`src/rtl/mips_pkg.sv`:
```
// -----------------------------------------------------------------------------
// mips_pkg
// Shared constants and types for the MIPS core front end.
//   OPCODE_*      : opcode field position/width and the J-type opcode
//   JUMP_INDEX_W  : width of the J-type instruction index field
//   INSTR_NOP     : all-zero NOP encoding presented when no instruction is valid
//   PC_STEP       : sequential PC increment in bytes
//   fetch_state_t : fetch response state (empty after reset, streaming after)
// -----------------------------------------------------------------------------
package mips_pkg;

    localparam int OPCODE_MSB   = 31;
    localparam int OPCODE_LSB   = 26;
    localparam int OPCODE_W     = OPCODE_MSB - OPCODE_LSB + 1;
    localparam int JUMP_INDEX_W = 26;

    localparam logic [OPCODE_W-1:0] OPCODE_J  = 6'b000010;
    localparam logic [31:0]         INSTR_NOP = 32'h0000_0000;
    localparam logic [31:0]         PC_STEP   = 32'd4;

    typedef enum logic {
        ST_EMPTY     = 1'b0,
        ST_STREAMING = 1'b1
    } fetch_state_t;

endpackage

```
`src/rtl/instruction_fetch.sv`:
```
// -----------------------------------------------------------------------------
// instruction_fetch
// Fetch stage: owns the PC, drives the synchronous instruction memory address
// and pairs each returned instruction with its PC for decode.
//
// Optional feature macro: FETCH_JUMP_PREDECODE_EN
//   defined   : J-type instructions accepted by decode steer the next fetch
//               to the jump target with zero bubble.
//   undefined : jumps resolve only through redirect_valid.
//
// Ports
//   clk, rst_n        : clock, asynchronous active-low reset
//   imem_addr         : address to instruction memory (combinational)
//   imem_instruction  : memory read data for the address issued last edge
//   redirect_valid    : later stage redirects fetch this cycle
//   redirect_target   : redirect address (bits [1:0] forced to 0)
//   if_valid/if_ready : handshake to decode
//   if_instruction    : fetched instruction, NOP when if_valid=0
//   if_pc, if_pc_plus4: address of if_instruction and that address + 4
//
// state        | meaning
// ST_EMPTY     | after reset, no read in flight
// ST_STREAMING | a read was issued on the last edge; response is at the memory
// -----------------------------------------------------------------------------
module instruction_fetch
    import mips_pkg::*;
#(
    parameter int                  WORD_SIZE  = 32,
    parameter logic [WORD_SIZE-1:0] RESET_ADDR = '0
) (
    input  logic                 clk,
    input  logic                 rst_n,
    output logic [WORD_SIZE-1:0] imem_addr,
    input  logic [WORD_SIZE-1:0] imem_instruction,
    input  logic                 redirect_valid,
    input  logic [WORD_SIZE-1:0] redirect_target,
    output logic                 if_valid,
    input  logic                 if_ready,
    output logic [WORD_SIZE-1:0] if_instruction,
    output logic [WORD_SIZE-1:0] if_pc,
    output logic [WORD_SIZE-1:0] if_pc_plus4
);

    localparam logic [WORD_SIZE-1:0] STEP = WORD_SIZE'(PC_STEP);
    localparam logic [WORD_SIZE-1:0] ALIGN_MASK = ~WORD_SIZE'(3);

    fetch_state_t         state;
    logic [WORD_SIZE-1:0] pc;
    logic [WORD_SIZE-1:0] rsp_pc;
    logic                 stall;
    logic                 jump_take;
    logic [WORD_SIZE-1:0] jump_target;
    logic [WORD_SIZE-1:0] redirect_aligned;

    assign redirect_aligned = redirect_target & ALIGN_MASK;

    // The wrong-path response is killed in the redirect cycle.
    assign if_valid       = (state == ST_STREAMING) & ~redirect_valid;
    assign stall          = if_valid & ~if_ready;
    assign if_pc          = rsp_pc;
    assign if_pc_plus4    = rsp_pc + STEP;
    assign if_instruction = if_valid ? imem_instruction : WORD_SIZE'(INSTR_NOP);

`ifdef FETCH_JUMP_PREDECODE_EN
    // Only predecode an instruction decode actually takes this cycle.
    assign jump_take   = if_valid & if_ready & ~redirect_valid &
                         (imem_instruction[OPCODE_MSB:OPCODE_LSB] == OPCODE_J);
    assign jump_target = {if_pc_plus4[WORD_SIZE-1:28],
                          imem_instruction[JUMP_INDEX_W-1:0], 2'b00};
`else
    assign jump_take   = 1'b0;
    assign jump_target = '0;
`endif

    // Under stall the held response address is re-read so the memory output
    // (and therefore if_instruction) stays bit-stable.
    always_comb begin
        imem_addr = pc;
        if (redirect_valid) begin
            imem_addr = redirect_aligned;
        end else if (jump_take) begin
            imem_addr = jump_target;
        end else if (stall) begin
            imem_addr = rsp_pc;
        end
    end

    always_ff @(posedge clk or negedge rst_n) begin
        if (!rst_n) begin
            state  <= ST_EMPTY;
            pc     <= RESET_ADDR;
            rsp_pc <= '0;
        end else begin
            state  <= ST_STREAMING;
            rsp_pc <= imem_addr;
            pc     <= imem_addr + STEP;
        end
    end

endmodule

```
`config.mk`:
```
export PLATFORM = sky130hd
export DESIGN_NAME = instruction_fetch
export DESIGN_NICKNAME = d
export VERILOG_FILES = /design/src/rtl/mips_pkg.sv /design/src/rtl/instruction_fetch.sv
export SDC_FILE = /design/constraint.sdc
export NUM_CORES = 1
export LEC_CHECK = 0
export ABC_CLOCK_PERIOD_IN_PS = 2550
export CORE_MARGIN = 2
export CORE_UTILIZATION = 33
export CTS_BUF_LIST = sky130_fd_sc_hd__clkbuf_4
export DETAILED_ROUTE_END_ITERATION = 16
export PLACE_DENSITY = 0.68
export SYNTH_ARGS = -nofsm -noshare
export SYNTH_HDL_FRONTEND = slang
export SYNTH_SLANG_ARGS = --single-unit
```
`constraint.sdc`:
```
create_clock -name clk -period 2.55 [get_ports clk]
set_input_delay 0.255 -clock clk [delete_from_list [all_inputs] [get_ports clk]]
set_output_delay 0.255 -clock clk [all_outputs]
set_load 0.1 [all_outputs]
```
==> results by group <==
Final layout
  – Register area: around 1600 um2
  – Filler cells: 874
  – Layout Nets: about 700
  – Post-Layout Inst Area: 8160 um2
  – Footprint of the multi-input gates: 2830 um2
  – Proportion of layout cells with a drive suffix above 1: a little over half
  – Final instance count without filler cells: 797
  – Commonest non-fill, non-tap cell in the layout: buf_4
  – Util after Layout: 68.5%
  – Area growth syn-to-layout: 105%
  – Commonest non-fill, non-tap cells in the layout: buf_4, buf_12, clkdlybuf4s50_1, dfrtp_1, and2_1

Yosys
  – Mean Syn Cell Area: 10.2 um2
  – Ys Warns: 0
  – Seq cells post-synth: 63
  – Syn_nets: approximately 460
  – Sequential share of the synthesized area: 39.5%
  – Post-synthesis xor/xnor area fraction: 12.3%
  – Combinational family with the most area after synthesis: simple AND/OR/NAND/NOR gates
  – Ranking of synthesized cells by area: dfrtp_1, xnor2_1, and2_1
  – Cell taking the most area after synthesis: dfrtp_1
  – Mux cell area share after synthesis: 1.54%
  – Mapped Cells: about 400
  – Synth unique cells: 43
  – Post-synthesis simple-gate area fraction: 28.3%
  – Compound-Gate Fraction of Synth Area: 10.4%
  – Post-synth top area share: 39.5%
  – Post-Syn Area: 3990 um2
  – Synth Area in Adders: less than 1%

Place
  – Number of buffers added on ports: 194
  – Placed instance area: between 7000 and 8000 um2
  – Dpl cells: 758
  – Routability cong.: approximately 0.8
  – Post-DP HPWL: between 10000 and 15000 um
  – Pre-CTS setup slack: -0.155 ns

STA
  – Worst Tran Pin Value: 0.582 ns
  – Setup violations, final: 1
  – Post-layout min period: 2.56 ns
  – Slew margin rel.: 60.7%
  – Slew Limit Fails: 0
  – Setup TNS: -0.00557 ns
  – RSZ-0062 raised after global routing: yes
  – Hold_ws: 0.339 ns
  – FMAX: between 0.3 and 0.4 GHz
  – Period utilization: 100%
  – Final setup margin: -0.00557 ns
  – Post-Route Skew: 0.0132 ns
  – Final Hold Viols: 0

Setup path
  – Critical path fanouts, max: 6
  – CP delay by family, top: simple AND/OR/NAND/NOR gates
  – CP dominant cell by count: nand4_1
  – CP Data Arrival Time: about 2.3 ns
  – Max incr delay on CP: 0.48 ns
  – CP endpoint kind: output port
  – Slowest stage cell on the critical path: dfrtp_4
  – CP Class: reg -> out
  – WP data required: 2.30 ns
  – Startpoint Class: flip-flop
  – CP cell instances: nand4_1, nor2_1, buf_6, nand4_1, nor3_4, xor2_4, buf_12
  – Crit path buf inv count: 2

Floorplan
  – Core Region: 11900 um2
  – Rows: 40
  – Die area: 13000 um2
  – Vert. Die Dim: 114 um
  – Die width: 114 um
  – I/O pins: about 200
  – Starting Density: 33.5%

Clock tree
  – Clock-pin slew on the worst setup and hold paths: between 0.1 and 0.15 ns
  – Total CTS buffers: 9
  – CTS sink cnt: 63
  – Longest Clk Path Bufs: 2
  – CTS tree: built
  – Worst-Skew Late Latency: approximately 0.42 ns
  – Root buf cell: clkbuf_4
  – CTS H-Tree Depth: 3

Pwr
  – P_sw: 2.44 mW
  – Power share of the clock group: 13.8%
  – Lkg Pwr: 3.44 nW
  – Int Pwr: 2.44 mW
  – IR Drop Worst-Case VDD: between 500 and 600 uV
  – Sw Ratio: around 50%
  – Design Power: 4.89 mW
  – Sequential power share: approximately 25%
  – Power per cell area: 599 nW/um2
  – Comb pwr share: between 60 and 70%

Global route
  – Total grt overflow: 0
  – Vias in the first global route: 4072
  – Largest net degree at the start of global routing: 34
  – Initial antenna violation count: 1
  – Gr usage total: 21.0%
  – First-pass GRT wire length: 21200 um

Job
  – Max_cap viols: 0

Routing
  – Vias: 3879
  – Number of DRC markers in iteration 0: 147
  – DR WL/cell: 17.3 um
  – Routed Antenna Nets: 0
  – Via-to-Cell Ratio: approximately 5
  – DRT Pass-1 Iters: 4
  – DRC violations left: 0
  – Total Wirelength: 13800 um

Run status
  – Outcome: complete, but fails checks
  – Violated checks: negative setup slack

Min path
  – Hold WC Path Type: in -> async
final cells by class:
class	instances	area share [%]
repair buffers	267	40.1
multi-input cells	276	34.6
flip-flops and latches	63	20.1
well taps	147	2.25
inverters	27	1.24
clock buffers	11	1.01
clock inverters	5	0.598
diodes	1	0.0307
routing by layer:
layer	GRT usage, %	share of wire, %	up-vias
met5	0	0	-
met4	7.40	1.6	0
met3	2.92	4.5	14
met2	38.8	54	116
met1	24.8	40	1898
li1	-	-	1851
registers in the layout (all words and copies together) (netlist names):
signal,count
if_pc,32
pc,30
state,1
synthesized netlist by cell type, drive strengths merged:
master / number
a311o: 8
a221oi: 15
inv: 26
nand3: 21
a311oi: 1
nor4b: 17
dfrtp: 63
nand4b: 2
o21ai: 4
xnor2: 38
a221o: 1
and3: 3
ha: 2
and2b: 1
nand2b: 3
nor4bb: 9
buf: 19
nand2: 19
nor2: 34
nand4: 15
or3: 1
nor3: 5
xor2: 18
clkbuf: 6
or2: 2
and2: 42
nor4: 2
mux2i: 5
nor2b: 4
nor3b: 2
conb: 1
clkinv: 1
mux2: 1
final timing paths:
check                          startpoint  cells past startpoint  slack (ns)              end
max in group asynchronous           rst_n                      3        1.46        if_pc[12]
hold reg to reg                     pc[2]                      1        0.54            pc[2]
setup / recovery                 if_pc[2]                      7      -0.006  if_pc_plus4[17]
min in group clk           redirect_valid                      3        0.40            pc[2]
setup reg to reg                    state                     10        0.16           pc[28]
hold / removal                      rst_n                      2        0.34         if_pc[8]
power by group through the flow:
stage / combinational (mW) / sequential [mW] / clock (mW)
global placement: 2.87 / 1.30 / 0
floorplan: 1.56 / 1.66 / 0
global route: 3.07 / 1.25 / 0.737
finish: 2.97 / 1.24 / 0.674
detailed placement: 2.89 / 1.30 / 0
CTS: 2.97 / 1.24 / 0.691
cell families after synthesis:
logic type	after synthesis
adder cells (fa/ha/maj)	2
multiplexers	6
AO/OA/AOI/OAI	29
flip-flops	63
AND/OR/NAND/NOR	182
XOR/XNOR	56
other	1
buffers and inverters	52
timing repair:
item,in CTS,in global routing
setup endpoints to repair,11,11
endpoints found under the hold margin,19,0
hold buffers,1,0
resized for setup,8,6
buffers inserted,12,9
pin swaps,6,12
Note: power is estimated with default switching activity, not from simulation.
